$ cat src/rtl/alarm_sequencer.sv
// Alarm sequencing FSM: arming, exit/entry countdowns, sensor watch and passcode disarm.
// Drives the display block's state, seconds timer and last-entered digit.
package alarm_sequencer_pkg;
  typedef enum logic [1:0] {
    IDLE    = 2'd0,
    SET     = 2'd1,
    TRIGGER = 2'd2,
    ALERT   = 2'd3
  } fsm_state_t;
endpackage

module alarm_sequencer
  import alarm_sequencer_pkg::*;
#(
  parameter int         CLK_FREQ    = 50_000_000,
  parameter int         EXIT_DELAY  = 15,
  parameter int         ENTRY_DELAY = 10,
  parameter logic [3:0] PASSCODE    = 4'd7,
  parameter int         MAX_TRIES   = 3
) (
  input  logic       clk,
  input  logic       rst,
  input  logic       arm,
  input  logic       enter,
  input  logic [3:0] code,
  input  logic       sensor,
  output fsm_state_t system_state,
  output int         timer,
  output logic [0:3] current_value
);

  localparam int             PW          = (CLK_FREQ > 2) ? $clog2(CLK_FREQ) : 1;
  localparam logic [PW-1:0]  PRESC_MAX   = PW'(CLK_FREQ - 1);
  // Loads are clamped so the timer can never leave the two-digit display range.
  localparam logic [6:0]     EXIT_LOAD   = 7'((EXIT_DELAY > 99) ? 99 : EXIT_DELAY);
  localparam logic [6:0]     ENTRY_LOAD  = 7'((ENTRY_DELAY > 99) ? 99 : ENTRY_DELAY);
  localparam logic [2:0]     TRIES_LIMIT = 3'(MAX_TRIES);

  fsm_state_t    state_r;
  fsm_state_t    state_nxt_s;
  logic [6:0]    timer_r;
  logic [6:0]    timer_nxt_s;
  logic [3:0]    value_r;
  logic [1:0]    tries_r;
  logic [1:0]    tries_nxt_s;
  logic [1:0]    tries_sat_s;
  logic [2:0]    tries_inc_s;
  logic [PW-1:0] presc_r;
  logic [PW-1:0] presc_nxt_s;
  logic          sensor_meta_r;
  logic          sensor_sync_r;
  logic          tick_s;
  logic          match_s;
  logic          disarm_s;
  logic          tries_hit_s;

  assign tick_s      = (presc_r == PRESC_MAX);
  assign match_s     = (code == PASSCODE);
  assign disarm_s    = enter && match_s;
  assign tries_inc_s = {1'b0, tries_r} + 3'd1;
  assign tries_hit_s = (tries_inc_s >= TRIES_LIMIT);
  assign tries_sat_s = (tries_r == 2'd3) ? 2'd3 : (tries_r + 2'd1);

  // State, countdown, tries, prescaler, digit and sensor synchroniser registers.
  always_ff @(posedge clk or posedge rst) begin
    if (rst) begin
      state_r       <= IDLE;
      timer_r       <= 7'd0;
      value_r       <= 4'd0;
      tries_r       <= 2'd0;
      presc_r       <= '0;
      sensor_meta_r <= 1'b0;
      sensor_sync_r <= 1'b0;
    end else begin
      state_r       <= state_nxt_s;
      timer_r       <= timer_nxt_s;
      tries_r       <= tries_nxt_s;
      presc_r       <= presc_nxt_s;
      sensor_meta_r <= sensor;
      sensor_sync_r <= sensor_meta_r;
      if (enter) begin
        value_r <= code;
      end
    end
  end

  // Next-state decision; disarm outranks the tries limit, which outranks expiry and sensor.
  always_comb begin
    state_nxt_s = state_r;
    case (state_r)
      IDLE: begin
        if (arm) state_nxt_s = SET;
        else     state_nxt_s = IDLE;
      end
      SET: begin
        if (disarm_s)                              state_nxt_s = IDLE;
        else if (timer_r == 7'd0 && sensor_sync_r) state_nxt_s = TRIGGER;
        else                                       state_nxt_s = SET;
      end
      TRIGGER: begin
        if (disarm_s)                          state_nxt_s = IDLE;
        else if (enter && tries_hit_s)         state_nxt_s = ALERT;
        else if (tick_s && timer_r <= 7'd1)    state_nxt_s = ALERT;
        else                                   state_nxt_s = TRIGGER;
      end
      ALERT: begin
        if (disarm_s) state_nxt_s = IDLE;
        else          state_nxt_s = ALERT;
      end
      default: state_nxt_s = IDLE;
    endcase
  end

  // Next timer and tries values, keyed on the current state and the chosen transition.
  always_comb begin
    timer_nxt_s = timer_r;
    tries_nxt_s = tries_r;
    case (state_r)
      IDLE: begin
        tries_nxt_s = 2'd0;
        if (arm) timer_nxt_s = EXIT_LOAD;
        else     timer_nxt_s = 7'd0;
      end
      SET: begin
        tries_nxt_s = 2'd0;
        if (state_nxt_s == IDLE)            timer_nxt_s = 7'd0;
        else if (state_nxt_s == TRIGGER)    timer_nxt_s = ENTRY_LOAD;
        else if (tick_s && timer_r != 7'd0) timer_nxt_s = timer_r - 7'd1;
        else                                timer_nxt_s = timer_r;
      end
      TRIGGER: begin
        if (state_nxt_s != TRIGGER)         timer_nxt_s = 7'd0;
        else if (tick_s && timer_r != 7'd0) timer_nxt_s = timer_r - 7'd1;
        else                                timer_nxt_s = timer_r;
        if (state_nxt_s == IDLE)            tries_nxt_s = 2'd0;
        else if (enter && !match_s)         tries_nxt_s = tries_sat_s;
        else                                tries_nxt_s = tries_r;
      end
      ALERT: begin
        timer_nxt_s = 7'd0;
        if (state_nxt_s == IDLE) tries_nxt_s = 2'd0;
        else                     tries_nxt_s = tries_r;
      end
      default: begin
        timer_nxt_s = 7'd0;
        tries_nxt_s = 2'd0;
      end
    endcase
  end

  // Prescaler restarts on every state change so the first tick lands CLK_FREQ cycles in.
  always_comb begin
    if (state_nxt_s != state_r) presc_nxt_s = '0;
    else if (tick_s)            presc_nxt_s = '0;
    else                        presc_nxt_s = presc_r + 1'b1;
  end

  assign system_state  = state_r;
  assign timer         = {25'd0, timer_r};
  assign current_value = value_r;

endmodule

$ cat config.mk
export PLATFORM = sky130hd
export DESIGN_NAME = alarm_sequencer
export DESIGN_NICKNAME = d
export VERILOG_FILES = /design/src/rtl/alarm_sequencer.sv
export SDC_FILE = /design/constraint.sdc
export NUM_CORES = 1
export LEC_CHECK = 0
export BUFFER_PORTS_ARGS = -buffer_cell sky130_fd_sc_hd__buf_2
export CAP_MARGIN = 30
export CORE_MARGIN = 2
export CORE_UTILIZATION = 30
export CTS_CLUSTER_DIAMETER = 50
export DETAILED_ROUTE_END_ITERATION = 8
export PLACE_DENSITY = 0.54
export RECOVER_POWER = 25
export SLEW_MARGIN = 20
export SYNTH_ARGS = -nofsm -noshare
export SYNTH_HDL_FRONTEND = slang
export SYNTH_SLANG_ARGS = --single-unit
$ cat constraint.sdc
create_clock -name clk -period 4.85 [get_ports clk]
set_input_delay 0.97 -clock clk [delete_from_list [all_inputs] [get_ports clk]]
set_output_delay 0.97 -clock clk [all_outputs]
set_load 0.05 [all_outputs]
======== Word-level counts from Yosys, hierarchy flattened ========
Cells that the tools add are included.
cells by class
  add/subtract/negate cells ............... 4
  magnitude comparators ................... 2
  equality and inequality tests ........... 11
  mux-type cells .......................... 21
  reductions and logical operators ........ 13
operator list
  kind                   count
  $mux 26                2
  $mux 7                 4
  $pmux 7 s4             1
  $add 26x1->26 const B  1
  $eq 26x26->1 const B   1
  $mux 2                 8
  $eq 2x2->1 const B     4
  $pmux 2 s4             1
  $le 7x1->1 const B     1
  $logic_not 7->1        1
  $reduce_bool 7->1      1
  $sub 7x1->7 const B    1
  $logic_and 1x1->1      6
  $pmux 2 s3             1
  $eq 4x3->1 const B     1
  $logic_not 2->1        2
  $mux 4                 1
  $ne 2x2->1 const B     2
  $add 2x1->3 const B    1
  $ge 3x2->1 const B     1
  $mux 1                 3
  $ne 3x3->1 const B     1
  $add 2x1->2 const B    1
  $eq 2x1->1 const B     1
  4 further kinds        4
word-level totals
  register bits after elaboration ......... 43
  bits of input ports ..................... 9
  output and inout bits ................... 38
  word-level logic and storage cells ...... 58

======== Longest topological paths before layout ========
Gate-level depths: netlist of the first run.
  word-level depth ........................ 10
  gate-level depth with buffers ........... 7
  gate-level depth less buffers ........... 6

======== Worst setup path before layout of the first run ========
No wires, ideal clock.
  path kind ............................... in2reg
  from .................................... in code[3]
  to ...................................... reg presc_r[10]
  library setup time ...................... 71 ps
  arrival time ............................ 2150 ps
  slack ................................... 2629 ps
  stages on the path ...................... 6
  buffers on the path ..................... 1
  cell sequence ........................... nand4b_1 -> nand4_1 -> a21oi_1 -> a2111o_4 -> buf_6 -> nor2_1
between the ends
  longest elaborated chain between the ends .. 6
  elaborated cells between the ends (all ways) .. 8
  classes of those cells .................. 2 x eq/ne; 5 x mux; 1 x reduce/logical
ends and longest elaborated chain
  element                           RTL line      source
  start, declared                   25            input logic [3:0] code,
  $eq 4x3->1 *                      58            assign match_s = (code == PASSCODE);
  $logic_and 1x1->1 *               59            assign disarm_s = enter && match_s;
  $mux 2, on equally long branches  107, 101, 96
  $pmux 2 s4 *                      90            case (state_r)
  $ne 2x2->1 *                      153           if (state_nxt_s != state_r) presc_nxt_s = '0;
  $mux 26 *                         153
  named net presc_nxt_s[10]         49            logic [PW-1:0] presc_nxt_s;
  end signal, assigned              78            presc_r <= presc_nxt_s;
  end, declared                     48            logic [PW-1:0] presc_r;
Mark *: on every way through the listed nets, which the timed path passes. The rest lies on a longest branch.
A chain may end at the register's enable or synchronous reset.

==> results of run 1 <==
-- synth_stat cells (2+ instances only) --
library cell and n:
nand4b_1 2, xnor2_1 7, a21oi_2 2, clkbuf_1 4, a21oi_1 9, nand2_1 8
nor4bb_1 2, a21o_1 2, nor4_4 2, and4_1 3, nor3_1 6, nor2_1 42
ha_1 3, nand4_1 15, mux2_2 5, nand2b_1 4, and3_1 8, o21ai_0 5
dfrtp_1 43, and2_1 3, buf_4 25, nand3_1 13, inv_1 5, xor2_1 20
and4b_1 2, o21bai_1 2, nor2b_1 2, buf_6 2
-- layout make-up --
class | count | area (sq um) | share of cell area
Sequential cell | 43 | 1080 | 0.388
Tap cell | 105 | 131 | 0.0474
Clock buffer | 5 | 68.8 | 0.0248
Multi-Input combinational cell | 208 | 1300 | 0.470
Inverter | 5 | 18.8 | 0.00677
Clock inverter | 3 | 67.6 | 0.0244
Timing Repair Buffer | 22 | 109 | 0.0392
-- logic make-up after synthesis --
kind of cell	count (synthesis)
XOR/XNOR	27
flip-flops	43
other	1
AND/OR/NAND/NOR	122
AO/OA/AOI/OAI	25
buffers and inverters	37
multiplexers	6
adder cells (fa/ha/maj)	3
-- layout by cell type, fill, tap and decap left out, types with 2 or more instances in the layout --
| cell | netlist | routed |
|---|---|---|
| and4b_1 | 2 | 2 |
| ha_1 | 3 | 3 |
| buf_2 | 1 | 21 |
| nor4bb_1 | 2 | 2 |
| nand3_1 | 13 | 13 |
| o21bai_1 | 2 | 2 |
| xnor2_1 | 7 | 7 |
| bufinv_16 | 0 | 2 |
| and3_1 | 8 | 8 |
| nor2b_1 | 2 | 2 |
| a21oi_1 | 9 | 9 |
| a21o_1 | 2 | 2 |
| dfrtp_1 | 43 | 43 |
| nor3_1 | 6 | 6 |
| nand4_1 | 15 | 15 |
| nand2_1 | 8 | 8 |
| conb_1 | 1 | 25 |
| nor4_4 | 2 | 2 |
| a21oi_2 | 2 | 2 |
| and2_1 | 3 | 3 |
| and4_1 | 3 | 3 |
| nand2b_1 | 4 | 4 |
| xor2_1 | 20 | 20 |
| mux2_2 | 5 | 5 |
| nand4b_1 | 2 | 2 |
| inv_1 | 5 | 4 |
| clkbuf_8 | 0 | 5 |
| nor2_1 | 42 | 42 |
| o21ai_0 | 5 | 5 |
-- path summary, 6_finish.rpt --
path	startpoint	slack, ps	cells past startpoint	endpoint
worst max register to register	presc_r[11]	2720	5	timer_r[1]
worst min register to register	sensor_meta_r	360	0	sensor_sync_r
max in group clk	system_state[0]	2620	1	system_state[0]
worst min-delay path	sensor_meta_r	360	0	sensor_sync_r
worst max-delay path	rst	1980	3	tries_r[1]
min in group asynchronous	rst	1540	3	timer_r[2]
-- sequential cells by signal, summed over array words and instances (netlist names) --
signal	cells
presc_r	26
timer_r	7
current_value	4
system_state	2
tries_r	2
sensor_meta_r	1
sensor_sync_r	1
-- where the power goes --
| part | leakage (nW) | internal, mW | switching (mW) |
|---|---|---|---|
| Sequential | 0.569 | 0.403 | 0.0657 |
| Clock | 0.0644 | 0.205 | 0.125 |
| Combinational | 0.652 | 0.0949 | 0.225 |
-- routing by layer --
layer | track usage | wire, um | vias to the layer above
li1 | - | - | 914
met4 | 0.0381 | 49 | 0
met5 | 0 | 0 | -
met2 | 0.180 | 2310 | 47
met1 | 0.169 | 2560 | 889
met3 | 0.0227 | 174 | 2
-- through the flow --
stage          utilization  setup WS (ps)  hold WS, ps
2_1_floorplan            -           2630          331
3_3_place_gp         0.321           2400          337
3_5_place_dp         0.321           2350          343
4_1_cts              0.338           2620          362
5_1_grt              0.338           1460          376
6_report             0.338           1980          357
==> insert_results.sql, run 1 <==
INSERT INTO impl_metrics (metric_group, metric, value, unit) VALUES
('worst_setup_path', 'critPathCaptureType', 'asynchronous set/reset pin', ''),
('grt', 'pin_count_of_the_biggest_net_entering_global_routing', '44', ''),
('power', 'peakVddDrop', '0.178', 'mV'),
('place', 'numPortBuffers', '21', ''),
('yosys', 'post_synth_instance_area', '0.00254', 'sq mm'),
('floorplan', 'chipWidth', '96.0', 'um'),
('drt', 'detail-route-antenna-nets', '0', ''),
('worst_setup_path', 'crit_path_cell_trace', 'buf_2 > clkinv_1 > clkbuf_1', ''),
('grt', 'grtUsageTotal', '0.118', ''),
('sta', 'worst-slew-pin-transition', '2360', 'ps'),
('drt', 'drc_viols', '0', ''),
('worst_setup_path', 'cp_data_arrival_time', '2780', 'ps'),
('drt', 'routed_wl', '5100', 'um'),
('layout', 'post-route-cell-area', '0.00277', 'sq mm'),
('floorplan', 'die_area', '0.00921', 'sq mm'),
('clocking', 'setup_repair_bufs_after_cts', '0', ''),
('worst_setup_path', 'critPathTopFamily', 'buffers and inverters', ''),
('place', 'dpl.cell_count', '383', ''),
('clocking', 'clock-sinks', '43', ''),
('floorplan', 'fp-row-count', '33', ''),
('layout', 'finalNetCount', '297', ''),
('yosys', 'synth-compound-area-share', '0.0685', ''),
('yosys', 'mux_contribution_to_synthesized_area', '0.0261', ''),
('worst_setup_path', 'timing.critical_path.slowest_cell_delay', '1670', 'ps'),
('clocking', 'cts_made_buffers', '5', ''),
('yosys', 'ys.warnings.count', '0', ''),
('yosys', 'synth_simple_gate_area_frac', '0.274', ''),
('power', 'power.total', '1.12', 'mW'),
('layout', 'antenna_cells_inserted', '0', ''),
('sta', 'clock.fmax', '349', 'MHz'),
('sta', 'setup_repair_after_global_routing_missed_its_margin', 'false', ''),
('yosys', 'async_flop_share', '1.00', ''),
('floorplan', 'design.portCount', '47', ''),
('sta', 'final.min_clock_period', '2870', 'ps'),
('yosys', 'number_of_enable_type_register_cells_in_the_synthesized_netlist', '0', ''),
('min_path', 'hold_path.class', 'reg2reg', ''),
('yosys', 'sequential_cell_area_fraction_in_the_yosys_report', '0.424', ''),
('worst_setup_path', 'path_max_fanout', '43', ''),
('yosys', 'post-synth-top-area-fraction', '0.424', ''),
('sta', 'final_hold_viol_count', '0', ''),
('sta', 'final_setup_vio_count', '0', ''),
('yosys', 'ys_seq_elements', '43', ''),
('floorplan', 'initial_utilization', '0.309', ''),
('floorplan', 'coreArea', '0.00822', 'sq mm'),
('grt', 'grt_pass1_wl', '8430', 'um'),
('floorplan', 'fp.dieH', '96.0', 'um'),
('job', 'timing.max_cap.violations', '1', ''),
('yosys', 'yosysUniqueCellTypes', '46', ''),
('drt', 'first_pass_iters', '4', ''),
('sta', 'layout_worst_path_cycle_share', '0.591', ''),
('place', 'placement.cell_area', '0.00264', 'sq mm'),
('power', 'leakagePower', '1.29', 'nW'),
('grt', 'grt_pass1_vias', '1762', ''),
('yosys', 'post_synth_fa_ha_maj_area_fraction', '0.0148', ''),
('drt', 'detailroute.via_count', '1852', ''),
('worst_setup_path', 'cp-start-kind', 'input pin', ''),
('yosys', 'synth_xor_area_frac', '0.0932', ''),
('layout', 'synthToLayoutAreaGrowth', '9.32', '%'),
('clocking', 'worst_case_clock_buffer_depth', '2', ''),
('clocking', 'ctsRootBufferMaster', 'clkbuf_8', ''),
('outcome', 'violations', 'max-capacitance violations, max-slew violations', ''),
('clocking', 'clk_pin_slew', '80', 'ps'),
('layout', 'layout-drive-gt1-share', '0.154', ''),
('layout', 'finish.cell_count_without_fillers', '391', ''),
('drt', 'wl_per_cell', '13.0', 'um'),
('clocking', 'cts_hold_repair.buffers', '0', ''),
('drt', 'avgViaCountPerCell', '4.74', ''),
('sta', 'slew_violations', '44', ''),
('outcome', 'status', 'complete, but fails checks', ''),
('clocking', 'cts.repair.resized', '0', ''),
('worst_setup_path', 'critical_path.slowest_cell', 'clkbuf_1', '');
Power figures use the tool's default switching activity.
==> inputs of run 2 (changes only) <==
Clock period 4.85 ns to 2.9 ns, I/O delays scaled along.
==> run 2 against run 1 <==
  * The flow now finishes without violations
  * Wire length rose by 2.8%
  * Power up 60%
  * Clock skew about the same
  * Clock power is 39% higher
  * Cell count increased by 0.26%
  * Hold slack worse by 28 ps
  * Sequential cell count did not move
  * Setup slack got worse by 1200 ps
  * Critical path depth increased by 2
  * Core utilization decreased by 0.20 points
  * First-iteration DRC count down 19%
  * Non-clock buffer count grew 2
  * Critical path type is now reg2reg
  * Largest cell class unchanged
==> insert_results.sql, run 2 (synthesized netlist as in run 1, its figures left out) <==
INSERT INTO impl_metrics (metric_group, metric, value, unit) VALUES
('layout', 'mostFrequentLayoutCells', '43 x dfrtp_1, 42 x nor2_1, 25 x conb_1', ''),
('layout', 'seqCellArea', '0.00108', 'sq mm'),
('worst_setup_path', 'cp_data_arrival_time', '2280', 'ps'),
('layout', 'finalNetCount', '299', ''),
('place', 'dp_slack', '778', 'ps'),
('outcome', 'status', 'completed', ''),
('sta', 'setup_repair_after_global_routing_missed_its_margin', 'false', ''),
('clocking', 'worst_skew_pair.late_latency', '300', 'ps'),
('worst_setup_path', 'regToRegStartpoint', 'presc_r[10]', ''),
('min_path', 'hold_path.class', 'in2async', ''),
('sta', 'slew_violations', '0', ''),
('clocking', 'cts.repair.resized', '0', ''),
('layout', 'post-route-cell-area', '0.00276', 'sq mm'),
('drt', 'wl_per_cell', '13.4', 'um'),
('worst_setup_path', 'critical_path_required', '3070', 'ps'),
('clocking', 'setup_repair_bufs_after_cts', '0', ''),
('drt', 'avgViaCountPerCell', '4.82', ''),
('floorplan', 'die_area', '0.00921', 'sq mm'),
('layout', 'antenna_cells_inserted', '0', ''),
('floorplan', 'design.portCount', '47', ''),
('power', 'peakVddDrop', '0.293', 'mV'),
('clocking', 'ctsRootBufferMaster', 'clkbuf_8', ''),
('drt', 'detailroute.via_count', '1890', ''),
('worst_setup_path', 'worstSetupStartpoint', 'presc_r[10]', ''),
('layout', 'mostFrequentLayoutCell', 'dfrtp_1', ''),
('clocking', 'cts_htree_levels', '2', ''),
('floorplan', 'fp-row-count', '33', ''),
('floorplan', 'initial_utilization', '0.309', ''),
('clocking', 'cts_made_buffers', '5', ''),
('sta', 'layout_worst_path_cycle_share', '0.725', ''),
('sta', 'worst_slack', '797', 'ps'),
('floorplan', 'coreArea', '0.00822', 'sq mm'),
('sta', 'final.min_clock_period', '2100', 'ps'),
('worst_setup_path', 'reg2reg_setup_slack', '800', 'ps'),
('floorplan', 'fp.dieH', '96.0', 'um'),
('grt', 'grt_pass1_vias', '1852', ''),
('sta', 'clock-skew-final', '9.69', 'ps'),
('drt', 'routed_wl', '5240', 'um'),
('power', 'power.total', '1.79', 'mW'),
('sta', 'timing.max_slew.rel_slack', '0.447', ''),
('drt', 'drtIter0Drc', '87', ''),
('layout', 'max_ffs_per_register', '26', ''),
('worst_setup_path', 'r2r-end', 'presc_r[8]', ''),
('drt', 'drc_viols', '0', ''),
('clocking', 'cts_tree', 'built', ''),
('worst_setup_path', 'worst-r2r-cell-count', '5', ''),
('worst_setup_path', 'critPathCaptureType', 'flop', ''),
('sta', 'final_setup_vio_count', '0', ''),
('floorplan', 'chipWidth', '96.0', 'um'),
('layout', 'largest_register', 'presc_r', ''),
('power', 'power-per-cell-area', '649', 'mW/mm^2'),
('sta', 'fin_tns_setup', '0', 'ps'),
('grt', 'grt.overflow.total', '0', ''),
('sta', 'worst-slew-pin-transition', '825', 'ps'),
('grt', 'number_of_antenna_violations_at_the_first_check_in_global_routing', '0', ''),
('clocking', 'clk_pin_slew', '80', 'ps'),
('sta', 'final_hold_viol_count', '0', ''),
('worst_setup_path', 'critical_path_class', 'reg2reg', ''),
('worst_setup_path', 'path_max_fanout', '25', ''),
('worst_setup_path', 'cp-endpoint', 'presc_r[8]', ''),
('drt', 'detail-route-antenna-nets', '0', ''),
('power', 'leakagePower', '1.28', 'nW'),
('layout', 'count_of_fill_cells_added_during_filler_insertion', '842', ''),
('place', 'numPortBuffers', '21', ''),
('clocking', 'worst_case_clock_buffer_depth', '2', ''),
('layout', 'multi_input_area', '0.00130', 'sq mm'),
('layout', 'synthToLayoutAreaGrowth', '8.68', '%'),
('place', 'placer_congestion', '0.784', ''),
('drt', 'first_pass_iters', '4', ''),
('clocking', 'clock-sinks', '43', ''),
('place', 'placement.cell_area', '0.00266', 'sq mm'),
('grt', 'grt_pass1_wl', '8950', 'um'),
('place', 'hpwlAfterDp', '3840', 'um'),
('sta', 'clock.fmax', '475', 'MHz'),
('worst_setup_path', 'cp-start-kind', 'flop', ''),
('grt', 'grtUsageTotal', '0.125', ''),
('clocking', 'cts_hold_repair.buffers', '0', ''),
('job', 'timing.max_cap.violations', '0', ''),
('grt', 'pin_count_of_the_biggest_net_entering_global_routing', '26', ''),
('layout', 'layout-drive-gt1-share', '0.153', '');
## run 2: changes by cell type in the layout (fill, tap and decap cells not counted), sizes merged
cell      delta
buf          +2
bufinv       -1
clkbuf       +1
clkinvlp     -1
## run 2: critical path: stages (launching register included)
cell	delay [ps]
dfrtp_1	440
or4b_4	570
nor4_4	350
and2_4	240
a2111o_4	290
nor2_1	100
## run 2: worst min path at each step
stage                       start             to  slack (ps)  depth (start not counted)
floorplan           sensor_meta_r  sensor_sync_r         330                          0
global placement    sensor_meta_r  sensor_sync_r         340                          0
detailed placement  sensor_meta_r  sensor_sync_r         340                          0
CTS                           rst     timer_r[3]         340                          2
global route               sensor  sensor_meta_r         360                          1
finish                        rst    presc_r[18]         330                          2
## run 2: per-stage QoR
step / util / hold WS [ps] / cells
CTS: 0.336 / 340 / 392
finish: 0.336 / 329 / 392
global placement: 0.323 / 335 / 385
global route: 0.336 / 361 / 392
floorplan: - / 331 / 288
detailed placement: 0.323 / 343 / 385
## run 2: layout make-up
| class | instances | area share |
|---|---|---|
| multi-input cells | 208 | 0.472 |
| flip-flops and latches | 43 | 0.390 |
| well taps | 105 | 0.0476 |
| repair buffers | 24 | 0.0458 |
| clock buffers | 6 | 0.0263 |
| clock inverters | 1 | 0.0109 |
| inverters | 5 | 0.00681 |
## run 2: report_power, final
group / internal (mW) / switching, mW / leakage [nW] / total, mW
clock: 0.253 / 0.206 / 0.0513 / 0.459
sequential: 0.674 / 0.110 / 0.569 / 0.783
combinational: 0.161 / 0.386 / 0.663 / 0.547
## run 2: per-layer routing
layer | part of all wire | vias up | GRT usage
li1 | - | 919 | -
met1 | 0.48 | 912 | 0.172
met2 | 0.47 | 57 | 0.192
met5 | 0 | - | 0
met3 | 0.046 | 2 | 0.0258
met4 | 0.0090 | 0 | 0.0524
==> inputs of run 3 (changes only) <==
Settings changed: ABC_AREA set to 1, PLACE_DENSITY 0.54 to 0.56.
Clock period 2.9 ns to 1.9 ns, I/O delays scaled along.
==> run 3 against run 2 <==
  * The flow now finishes with violations (negative setup slack)
  * Area after synthesis increased by 9.5%
  * Wire length grew 23%
  * Cell area is 29% higher
  * Largest cell class unchanged
==> insert_results.sql, run 3 <==
INSERT INTO impl_metrics (metric_group, metric, value, unit) VALUES
('outcome', 'status', 'complete, but fails checks', ''),
('outcome', 'violations', 'negative setup slack', ''),
('yosys', 'yosysUniqueCellTypes', '41', ''),
('worst_setup_path', 'path_max_fanout', '7', ''),
('layout', 'finalNetCount', '427', ''),
('grt', 'grtUsageTotal', '0.133', ''),
('floorplan', 'design.portCount', '47', ''),
('layout', 'layout-drive-gt1-share', '0.363', ''),
('sta', 'clock.fmax', '514', 'MHz'),
('worst_setup_path', 'critical_path_class', 'reg2reg', ''),
('sta', 'setup_repair_after_global_routing_missed_its_margin', 'true', ''),
('clocking', 'cts_made_buffers', '5', ''),
('floorplan', 'fp-row-count', '35', ''),
('place', 'hpwlAfterDp', '4700', 'um'),
('sta', 'clock-skew-final', '7.14', 'ps'),
('grt', 'grt_pass1_vias', '2349', ''),
('drt', 'detail-route-antenna-nets', '0', ''),
('layout', 'largest_register', 'presc_r', ''),
('yosys', 'post-synth-top-area-fraction', '0.387', ''),
('grt', 'grt_pass1_wl', '10800', 'um'),
('layout', 'antenna_cells_inserted', '0', ''),
('layout', 'utilization', '0.389', ''),
('yosys', 'netlist_top_cells_area', 'dfrtp_1 39%, nand2_1 7.8%, buf_4 6.8%', ''),
('sta', 'final_setup_vio_count', '27', ''),
('layout', 'finish.cell_count_without_fillers', '527', ''),
('min_path', 'hold_path.class', 'in2async', ''),
('clocking', 'cts_htree_levels', '2', ''),
('clocking', 'clk_pin_slew', '90', 'ps'),
('place', 'placer_congestion', '0.884', ''),
('layout', 'max_ffs_per_register', '26', ''),
('grt', 'grt.overflow.total', '0', ''),
('clocking', 'clock-sinks', '43', ''),
('clocking', 'ctsRootBufferMaster', 'clkbuf_8', ''),
('drt', 'drtIter0Drc', '99', ''),
('yosys', 'yosys_most_used_dff', 'dfrtp_1', ''),
('floorplan', 'chipWidth', '100', 'um'),
('floorplan', 'coreArea', '0.00911', 'sq mm'),
('floorplan', 'fp.dieH', '100', 'um'),
('layout', 'mostFrequentLayoutCell', 'nand2_1', ''),
('sta', 'timing.max_slew.rel_slack', '0.540', ''),
('sta', 'tightest_hold_margin', '84.5', 'ps'),
('yosys', 'ys_seq_elements', '43', ''),
('drt', 'avgViaCountPerCell', '4.57', ''),
('drt', 'drc_viols', '0', ''),
('worst_setup_path', 'cp-start-kind', 'flop', ''),
('sta', 'final.min_clock_period', '1950', 'ps'),
('yosys', 'yosys-top-cells-count', '58 x nand2_1, 43 x dfrtp_1, 36 x nor2_1', ''),
('layout', 'mostFrequentLayoutCells', '55 x nand2_1, 39 x dfrtp_1, 39 x buf_4', ''),
('grt', 'number_of_antenna_violations_at_the_first_check_in_global_routing', '0', ''),
('floorplan', 'die_area', '0.0100', 'sq mm'),
('yosys', 'post_synth_instance_area', '0.00278', 'sq mm'),
('place', 'dpl.cell_count', '509', ''),
('sta', 'layout_worst_path_cycle_share', '1.02', ''),
('drt', 'first_pass_iters', '4', ''),
('clocking', 'cts_tree', 'built', ''),
('yosys', 'synth_cells', '347', ''),
('worst_setup_path', 'cp_data_arrival_time', '2140', 'ps'),
('clocking', 'worst_case_clock_buffer_depth', '2', ''),
('layout', 'synthToLayoutAreaGrowth', '27.6', '%'),
('yosys', 'netlist.top_cell.by_area', 'dfrtp_1', ''),
('sta', 'final_hold_viol_count', '0', ''),
('sta', 'worst-slew-pin-transition', '685', 'ps'),
('place', 'numPortBuffers', '21', ''),
('power', 'peakVddDrop', '1.00', 'mV'),
('drt', 'routed_wl', '6470', 'um'),
('sta', 'worst_slack', '-45.2', 'ps'),
('drt', 'wl_per_cell', '12.3', 'um'),
('power', 'power-per-cell-area', '1140', 'mW/mm^2'),
('yosys', 'async_flop_share', '1.00', ''),
('yosys', 'synth_area_per_cell', '8.01', 'sq um'),
('yosys', 'number_of_enable_type_register_cells_in_the_synthesized_netlist', '0', ''),
('clocking', 'worst_skew_pair.late_latency', '310', 'ps'),
('grt', 'pin_count_of_the_biggest_net_entering_global_routing', '19', ''),
('worst_setup_path', 'critical_path_required', '2100', 'ps'),
('floorplan', 'initial_utilization', '0.305', ''),
('sta', 'slew_violations', '0', ''),
('yosys', 'ys.warnings.count', '0', ''),
('power', 'leakagePower', '1.57', 'nW'),
('worst_setup_path', 'critPathCaptureType', 'flop', ''),
('job', 'timing.max_cap.violations', '0', ''),
('yosys', 'sequential_cell_area_fraction_in_the_yosys_report', '0.387', ''),
('drt', 'detailroute.via_count', '2411', ''),
('yosys', 'yosysMostFrequentCell', 'nand2_1', '');
[run 3: changes by cell type after synthesis, sizes merged, moves of 7 or more]
cell	delta
nand3	+23
nand2	+55
inv	+33
xor2	-10
nor2	+21
and3	-9
nand4	-7
or2	+7
[run 3: cells by family (layout without fill, tap and decap cells)]
logic type               after synthesis  count (layout)  share of synthesized area
XOR/XNOR                              14              14                     0.0441
AO/OA/AOI/OAI                         21              21                     0.0477
adder cells (fa/ha/maj)                3               3                     0.0135
other                                  1              25                    0.00135
AND/OR/NAND/NOR                      193             193                      0.354
flip-flops                            43              43                      0.387
multiplexers                           3               3                     0.0122
buffers and inverters                 69             114                      0.140
[run 3: layout make-up]
type | count | area [sq um]
clock buffer | 8 | 100
fill | 922 | 5560
inverter | 40 | 158
multi-input combinational | 259 | 1560
sequential | 43 | 1080
tap | 111 | 139
timing repair buffer | 66 | 508
[run 3: final timing paths]
check / from / endpoint / slack [ps] / depth (start not counted)
setup / recovery: presc_r[0] / presc_r[24] / -50 / 12
hold / removal: rst / current_value[3] / 80 / 2
setup reg to reg: presc_r[0] / presc_r[24] / -50 / 12
hold reg to reg: sensor_meta_r / sensor_sync_r / 360 / 0
max in group asynchronous: rst / presc_r[1] / 1280 / 3
min in group clk: sensor / sensor_meta_r / 180 / 1
[run 3: report_power, final]
part | internal, mW | switching (mW) | total [mW]
clock network | 0.332 | 0.333 | 0.666
registers | 1.02 | 0.103 | 1.12
logic | 0.825 | 1.43 | 2.26
total | 2.18 | 1.87 | 4.05
[run 3: critical path, stage by stage (launching register included)]
cell,delay [ps]
dfrtp_1,380
ha_2,200
nand2_2,70
nor2_4,120
nand3_4,110
nor2_4,140
nand3_4,100
nor2_4,110
nand2_2,80
nor2_4,170
nand3_1,110
xor2_1,180
nor2_2,50
[run 3: routing by layer]
metal / track usage / wire, um / up-vias
met1: 0.162 / 2870 / 1156
met3: 0.0272 / 281 / 8
met5: 0 / 0 / -
met4: 0.0453 / 78 / 0
li1: - / - / 1191
met2: 0.234 / 3240 / 56
[run 3: repair_timing]
item / 4_1_cts / 5_1_grt
hold buffers: 0 / 0
gates cloned: 1 / 0
pin swaps: 1 / 5
setup endpoints to repair: 21 / 35
resized for setup: 14 / 23
buffers inserted: 4 / 5
[run 3: stage by stage]
stage               setup TNS, ps  setup WS, ps  instance area, sq um  power (mW)
finish                       -413         -45.2                  3550        4.05
global route                -4670          -186                  3550        4.30
CTS                         -80.4         -19.5                  3400        3.93
detailed placement           -122         -71.9                  3200        3.06
global placement            -98.1         -79.2                  3200        3.03
floorplan                   -2780          -142                  2890        2.60
